`config.mk`:
```
export PLATFORM = sky130hd
export DESIGN_NAME = data_sw_pipe
export DESIGN_NICKNAME = d
export VERILOG_FILES = /design/src/rtl/data_sw_pipe.sv
export SDC_FILE = /design/constraint.sdc
export NUM_CORES = 1
export LEC_CHECK = 0
export ABC_AREA = 1
export CAP_MARGIN = 10
export CORE_MARGIN = 2
export CORE_UTILIZATION = 45
export CTS_BUF_LIST = sky130_fd_sc_hd__clkbuf_2
export DETAILED_ROUTE_END_ITERATION = 6
export PLACE_DENSITY = 0.72
export REMOVE_ABC_BUFFERS = 1
export SYNTH_ARGS = -nofsm -noshare
export SYNTH_HDL_FRONTEND = slang
export SYNTH_SLANG_ARGS = --single-unit
```
`constraint.sdc`:
```
create_clock -name clk -period 2.5 [get_ports clk]
set_clock_uncertainty 0.05 [all_clocks]
set_input_delay 0.5 -clock clk [delete_from_list [all_inputs] [get_ports clk]]
set_output_delay 0.5 -clock clk [all_outputs]
set_load 0.02 [all_outputs]
```
`src/rtl/data_sw_pipe.sv`:
```
// data_sw_pipe
// Converts a stream of sign-magnitude words into one of four number codes
// (pass, ones' complement, two's complement, offset binary) through a
// 2-stage valid/ready pipeline. The conversion mode is switched only after
// the pipeline has drained, so every word is converted with one mode.
//
// Optional feature macro: STAT_CNT_EN (adds saturating transfer counters).
//
// Parameters:
//   W        data width, MSB is the sign bit (W >= 2)
//   RST_MODE mode_cur value after reset (0..3)
//   CNT_W    statistics counter width (STAT_CNT_EN only)
//
// Ports:
//   clk, res           clock, synchronous active-high reset
//   in_valid/in_ready  input handshake, in_data sign-magnitude word
//   mode_req[_valid]   run-time mode request strobe
//   mode_cur           mode applied to newly accepted words
//   out_valid/out_ready output handshake, out_data converted word
//   out_nz             current output came from negative zero
//   busy               FSM is draining or switching
//   conv_cnt, nz_cnt   output transfer / negative-zero counters (STAT_CNT_EN)
module data_sw_pipe #(
    parameter int W        = 8,
    parameter int RST_MODE = 0,
    parameter int CNT_W    = 16
) (
    input  logic             clk,
    input  logic             res,
    input  logic             in_valid,
    output logic             in_ready,
    input  logic [W-1:0]     in_data,
    input  logic [1:0]       mode_req,
    input  logic             mode_req_valid,
    output logic [1:0]       mode_cur,
    output logic             out_valid,
    input  logic             out_ready,
    output logic [W-1:0]     out_data,
    output logic             out_nz,
    output logic             busy
`ifdef STAT_CNT_EN
    ,
    output logic [CNT_W-1:0] conv_cnt,
    output logic [CNT_W-1:0] nz_cnt
`endif
);

    localparam logic [1:0] RST_MODE_L = 2'(RST_MODE);

    typedef enum logic [1:0] {
        RUN    = 2'd0,
        DRAIN  = 2'd1,
        SWITCH = 2'd2
    } state_t;

    state_t          state, state_nxt;
    logic [1:0]      pending, pending_nxt;

    logic            vld_p1;
    logic [W-1:0]    data_p1;
    logic [1:0]      mode_p1;

    logic            vld_p2;
    logic [W-1:0]    data_p2;
    logic            nz_p2;

    logic            advance;
    logic            load_p1;
    logic            accept;

    // Sign-magnitude to the selected code. Two's complement of a negative
    // word is the arithmetic negation of its magnitude, so negative zero
    // collapses to zero without a special case.
    function automatic logic [W-1:0] convert(input logic [W-1:0] d,
                                             input logic [1:0]   md);
        logic                sgn;
        logic signed [W-1:0] mag;
        logic signed [W-1:0] neg;
        logic [W-1:0]        ones;
        logic [W-1:0]        twos;
        sgn  = d[W-1];
        mag  = $signed({1'b0, d[W-2:0]});
        neg  = -mag;
        ones = {1'b1, ~d[W-2:0]};
        twos = sgn ? $unsigned(neg) : d;
        case (md)
            2'd0:    convert = d;
            2'd1:    convert = sgn ? ones : d;
            2'd2:    convert = twos;
            default: convert = twos ^ {1'b1, {(W-1){1'b0}}};
        endcase
    endfunction

    function automatic logic is_neg_zero(input logic [W-1:0] d);
        is_neg_zero = d[W-1] & (d[W-2:0] == '0);
    endfunction

    assign advance  = !vld_p2 || out_ready;
    // Stage 1 may also fill while stage 2 is stalled, as long as it is empty.
    assign load_p1  = advance || !vld_p1;
    assign in_ready = (state == RUN) && (!vld_p1 || !vld_p2 || out_ready);
    assign accept   = in_valid && in_ready;

    assign out_valid = vld_p2;
    assign out_data  = data_p2;
    assign out_nz    = nz_p2;
    assign busy      = (state != RUN);

    // Stage 1: capture raw word and the mode in force at acceptance
    always_ff @(posedge clk) begin
        if (res) begin
            vld_p1 <= 1'b0;
        end else if (load_p1) begin
            vld_p1 <= accept;
        end
        if (load_p1 && accept) begin
            data_p1 <= in_data;
            mode_p1 <= mode_cur;
        end
    end

    // Stage 2: converted word and negative-zero flag
    always_ff @(posedge clk) begin
        if (res) begin
            vld_p2  <= 1'b0;
            data_p2 <= '0;
            nz_p2   <= 1'b0;
        end else if (advance) begin
            vld_p2 <= vld_p1;
            if (vld_p1) begin
                data_p2 <= convert(data_p1, mode_p1);
                nz_p2   <= is_neg_zero(data_p1);
            end
        end
    end

    always_ff @(posedge clk) begin
        if (res) begin
            state    <= RUN;
            pending  <= RST_MODE_L;
            mode_cur <= RST_MODE_L;
        end else begin
            state   <= state_nxt;
            pending <= pending_nxt;
            if (state == SWITCH) begin
                mode_cur <= pending;
            end
        end
    end

    always_comb begin
        state_nxt   = state;
        pending_nxt = pending;
        case (state)
            RUN: begin
                if (mode_req_valid && (mode_req != mode_cur)) begin
                    pending_nxt = mode_req;
                    state_nxt   = DRAIN;
                end
            end
            DRAIN: begin
                // Later requests overwrite earlier ones while draining.
                if (mode_req_valid) begin
                    pending_nxt = mode_req;
                end
                if (!vld_p1 && !vld_p2) begin
                    state_nxt = SWITCH;
                end
            end
            SWITCH: begin
                state_nxt = RUN;
            end
            default: begin
                state_nxt = RUN;
            end
        endcase
    end

`ifdef STAT_CNT_EN
    function automatic logic [CNT_W-1:0] sat_inc(input logic [CNT_W-1:0] c);
        sat_inc = (&c) ? c : c + {{(CNT_W-1){1'b0}}, 1'b1};
    endfunction

    always_ff @(posedge clk) begin
        if (res) begin
            conv_cnt <= '0;
            nz_cnt   <= '0;
        end else if (vld_p2 && out_ready) begin
            conv_cnt <= sat_inc(conv_cnt);
            if (nz_p2) begin
                nz_cnt <= sat_inc(nz_cnt);
            end
        end
    end
`endif

endmodule

```
# ---- After elaboration in Yosys (flattened, before gate mapping)
# Cells that the tools add are included.
# W data, S select, Z words.
dict set report totals {
  regBits 27
  input_bits 15
  output_inout_bits 14
  wordCells 49
}
dict set report classes {
  add_sub_neg 1
  n_eq_ne 8
  mux 9
  n_bitwise 3
  reduce_logical 19
}
# operator n
set ops {}
lappend ops {{$pmux W8 S3} 1}
lappend ops {{$mux W8} 2}
lappend ops {{$mux W2} 4}
lappend ops {{$neg A7 Y8} 1}
lappend ops {{$pmux W2 S2} 2}
lappend ops {{$logic_not A7 Y1} 1}
lappend ops {{$not A7 Y7} 1}
lappend ops {{$logic_and A1 B1 Y1} 5}
lappend ops {{$eq A2 B1 Y1 const B} 2}
lappend ops {{$eq A2 B2 Y1 const B} 2}
lappend ops {{$logic_not A2 Y1} 2}
lappend ops {{$logic_or A1 B1 Y1} 4}
lappend ops {{$ne A2 B2 Y1 const B} 2}
lappend ops {{$reduce_and A2 Y1} 2}
lappend ops {{$reduce_bool A2 Y1} 2}
lappend ops {{$reduce_and A3 Y1} 1}
lappend ops {{$logic_not A1 Y1} 2}
lappend ops {{$ne A2 B1 Y1 const B} 1}
lappend ops {{$ne A2 B2 Y1} 1}
lappend ops {{$and A1 B1 Y1} 1}
lappend ops {{$not A1 Y1} 1}

# ---- Logic depth before layout (Yosys ltp)
# Gate-level depths: netlist of the first run.
dict set report logic_depth {
  ltp_word 6
  ltp_mapped 9
  depth_no_buf 9
}

# ---- Worst setup path before layout of the first run
# Ideal clock, no wire load.
dict set report synth_path {
  kind {in2reg}
  from {in out_ready}
  to {reg data_p1[0] (enable)}
  setup_time_ns 0.395
  t_arrival_ns 1.532
  t_required_ns 2.055
  path_slack_ns 0.523
  stages 4
  path_buffers 0
  cell_sequence {inv_1 > nand2_1 > nor2_1 > nor3b_1}
}
dict set report synth_via {
  elab_chain_len 4
  elab_cells_between_ends 6
  classes_between {6 x reduce/logical}
}
# item line
set synth_lines {}
lappend synth_lines {{from (decl)} 37} ;# input logic out_ready,
lappend synth_lines {{$logic_or A1 B1 Y1} 101} ;# assign in_ready = (state == RUN) && (!vld_p1 || !vld_p2 || out_ready);
lappend synth_lines {{$logic_and A1 B1 Y1} 101}
lappend synth_lines {{$logic_and A1 B1 Y1} 102} ;# assign accept = in_valid && in_ready;
lappend synth_lines {{$logic_and A1 B1 Y1 (*)} 116} ;# if (load_p1 && accept) begin
lappend synth_lines {{to (signal assigned)} 117} ;# data_p1 <= in_data;
lappend synth_lines {{to (decl)} 60} ;# logic [W-1:0] data_p1;
# Every way passes the cells marked *; elsewhere a longest branch is shown, timed or not.
# A chain may end at the register's enable or synchronous reset.

# ---- Final worst setup path of the first run
dict set report layout_path {
  from {in out_ready}
  to {out in_ready}
}
dict set report layout_via {
  elab_chain_len 2
}
# item line
set layout_lines {}
lappend layout_lines {{$logic_or A1 B1 Y1} 101}
lappend layout_lines {{$logic_and A1 B1 Y1} 101}
lappend layout_lines {{to (decl)} 31} ;# output logic in_ready,
# Every way passes these cells.

==> metrics.md, run 1 <==
| Metric | Value |
|---|---|
| Top post-synthesis cells by area | dfxtp_1 (27%), edfxtp_1 (24%), nand2_1 (9.4%), nor2_1 (7.1%), inv_1 (6.5%) |
| Crit Path Max Fanout | 3 |
| Placed cell count | 216 |
| RD Place Congestion | 0.8439 |
| Synth-to-layout area growth | 25.22% |
| Fill count | 253 |
| Root Buffer | clkbuf_2 |
| Hold_buf cts | 0 |
| Gate power share | 22.9% |
| Post-DP Area | 0.001577 mm^2 |
| Highest Signal Layer | met4 |
| Clk pin slew, worst setup/hold paths | 0.24 ns |
| Largest area contributor in the netlist | dfxtp_1 |
| Lkg Pwr | 0.6955 nW |
| Synth Area in Adders | 0.9814% |
| Final Cycle Share | 96.02% |
| Slew HR | 79.68% |
| Flop pwr share | 58.8% |
| Vias in the first global route | 1142 |
| Fin. max-slew vios | 0 |
| Layout cells sized above 1 | 6.349% |
| Data required, critical path | 1.95 ns |
| Sequential area share after synthesis | 50.25% |
| Drt pass-1 iters | 5 |
| Worst-margin pin slew | 0.3048 ns |
| Maximum VDD drop | 379.7 uV |
| Compound-Gate Fraction of Synth Area | 8.930% |
| Die area | 0.003275 mm^2 |
| First-pass GRT wire length | 4623 um |
| WL met2 | 1433 um |
| Clock buffer depth | 2 |
| Wl on met1 | 1027 um |
| Psw | 0.2580 mW |
| Cell Area, Synth | 0.001275 mm^2 |
| P_int | 0.6265 mW |
| Yosys warning count | 0 |
| Via count | 1140 |
| XOR/XNOR share of the synthesized area | 2.748% |
| Setup crit start | out_ready |
| CP startpoint kind | input port |
| Post-CTS Resized | 0 |
| Starting density of the core | 46.64% |
| DR iter-0 viols | 32 |
| Post-Syn Area per Cell | 8.069 um^2 |
| HP Start | out_valid |
| CTS Buf Count | 3 |
| Final ANT Viol Nets | 0 |
| Min Clock Period, post-route | 2.401 ns |
| CTS tree | done |
| Vert. Die Dim | 57.23 um |
| Core Box Area | 0.002734 mm^2 |
| Critical Path AT | 1.85 ns |
| Kind of critical path | in -> out |
| GR Overflow Total | 0 |
| RSZ-0062 raised after global routing | false |
| Count of cell types in the netlist | 24 |
| Initial antenna violation count | 0 |
| R2r startpoint | data_p1[0] |
| Final net count | 206 |
| Switching Share | 29.17% |
| Diode count | 0 |
| Clock share of power | 18.3% |
| Min-Delay Path Class | reg -> reg |
| Post-synthesis mux area share | 0% |
| FP Rows | 19 |
| Place WS | 0.1086 ns |
| TNS Setup | 0 ns |
| Via density | 5.182 |
| CTS Sinks | 27 |
| FMAX | 416.6 MHz |
| Simple-gate share of the synthesized area | 27.48% |
| Total DRC errors in the routed layout | 0 |
| Post-synth top area share | 26.69% |
| Largest net degree at the start of global routing | 17 |
| Pwr dens | 554.0 mW/mm^2 |
| Crit end category | output port |
| Final Cell Area | 0.001597 mm^2 |
| Port-buffer cells | 28 |
| Die width | 57.23 um |
| Final Worst Setup Slack | 0.09938 ns |
| Final WL | 2667 um |
| Drt wl/cell | 12.12 um |
| Postcts setup bufs | 0 |
| H-tree levels | 1 |
| Final hold vios | 0 |
| Final setup vio count | 0 |
| DP HPWL | 2147 um |
| GRT Total Usage | 17.89% |
| Status | finished, final reports clean |
| Hold Worst Slack | 0.4306 ns |
| Post-Layout Cell Count | 220 |
| Skew-Pair Late Insertion Delay | 0.34 ns |
| I/O pins | 29 |
| Synth Register Bits | 27 |
| Cell count after synthesis | 158 |
| Met3 routed WL | 135 um |
| Number of max-cap violations | 0 |
| Largest family of logic cells by synthesized area | simple AND/OR/NAND/NOR gates |
-- Yosys cell counts (all sizes together) --
cell type and number:
nand3 14, xnor2 2, o211ai 1, clkbuf 1, ha 1, nand4 2, nor3 1, a21oi 8
nor3b 2, a31oi 2, inv 24, o21ai 10, nand2 33, nor2 26, buf 2, edfxtp 10
dfxtp 17, xor2 2
-- registers in the layout, summed over array words and instances, names as in the netlist --
| signal | flops |
|---|---|
| mode_p1 | 2 |
| mode_cur | 2 |
| pending | 2 |
| out_data | 8 |
| out_valid | 1 |
| data_p1 | 8 |
| state | 2 |
| vld_p1 | 1 |
| out_nz | 1 |
-- placed cells by master, fill, tap and decap left out, types with 2 or more instances in the layout --
cell,netlist,layout
nor2_1,24,24
nand4_1,2,2
nor3b_1,2,2
inv_2,2,2
a21oi_1,8,8
xnor2_1,2,2
o21ai_0,9,9
xor2_1,2,2
nand2_1,32,32
clkdlybuf4s50_1,0,28
buf_4,1,2
nand3_1,14,14
dfxtp_1,17,17
clkbuf_2,0,4
edfxtp_1,10,10
inv_1,22,22
a31oi_1,2,2
-- critical path: stages --
cell             delay, ns
clkdlybuf4s50_1       0.46
inv_1                 0.04
nand2_1               0.08
nor2_1                0.07
nor2_1                0.09
clkdlybuf4s50_1       0.61
-- layer usage --
layer	track usage (%)	vias to the layer above
met2	33.99	38
met4	9.302	0
met1	18.90	524
met3	2.494	10
li1	-	568
met5	0	-
-- power groups by stage --
| stage | Sequential [mW] | Clock (mW) | Combinational, mW |
|---|---|---|---|
| after floorplan | 0.541 | 0 | 0.101 |
| after global placement | 0.528 | 0 | 0.195 |
| after detailed placement | 0.530 | 0 | 0.203 |
| after CTS | 0.520 | 0.166 | 0.204 |
| after global routing | 0.525 | 0.190 | 0.225 |
| final | 0.520 | 0.162 | 0.202 |
-- kinds of logic (layout without fill, tap and decap cells) --
| group | after synthesis | count (layout) |
|---|---|---|
| and+or+nand+nor | 78 | 78 |
| DFF | 27 | 27 |
| buffers and inverters | 27 | 58 |
| AOI/OAI and AO/OA | 21 | 21 |
| xor gates and xnor gates | 4 | 4 |
| adders and majority gates | 1 | 1 |
-- cell type report --
class / count / area [um^2] / area share, %
flip-flops and latches: 27 / 640.6 / 40.13
multi-input cells: 104 / 511.7 / 32.05
repair buffers: 30 / 295.3 / 18.50
inverters: 24 / 90.09 / 5.643
well taps: 31 / 38.79 / 2.429
clock buffers: 4 / 20.02 / 1.254
-- stage by stage --
| step | util (%) | total power, mW |
|---|---|---|
| finish | 58.40 | 0.8845 |
| global route | 58.40 | 0.9400 |
| CTS | 58.40 | 0.8905 |
| detailed placement | 57.67 | 0.7323 |
| global placement | 57.67 | 0.7235 |
| floorplan | - | 0.6418 |
-- final timing paths --
| kind | endpoint | slack [ns] | cells after the start |
|---|---|---|---|
| setup / recovery | in_ready | 0.1 | 6 |
| hold / removal | state[1] | 0.43 | 1 |
| setup reg to reg | out_data[6] | 1.04 | 9 |
| hold reg to reg | state[1] | 0.43 | 1 |
Power figures use the tool's default switching activity.
==> run 2, diff against run 1 <==
--- a/config.mk
+++ b/config.mk
@@ -16,3 +16,4 @@
 export SYNTH_ARGS = -nofsm -noshare
 export SYNTH_HDL_FRONTEND = slang
 export SYNTH_SLANG_ARGS = --single-unit
+export TNS_END_PERCENT = 20
==> results of run 2 <==
No change in the layout: final DEF, timing and power equal those of run 1.
==> run 3, diff against run 2 <==
--- a/config.mk
+++ b/config.mk
@@ -16,4 +16,4 @@
 export SYNTH_ARGS = -nofsm -noshare
 export SYNTH_HDL_FRONTEND = slang
 export SYNTH_SLANG_ARGS = --single-unit
-export TNS_END_PERCENT = 20
+export TNS_END_PERCENT = 1
==> results of run 3 <==
No change in the layout: final DEF, timing and power equal those of run 1.
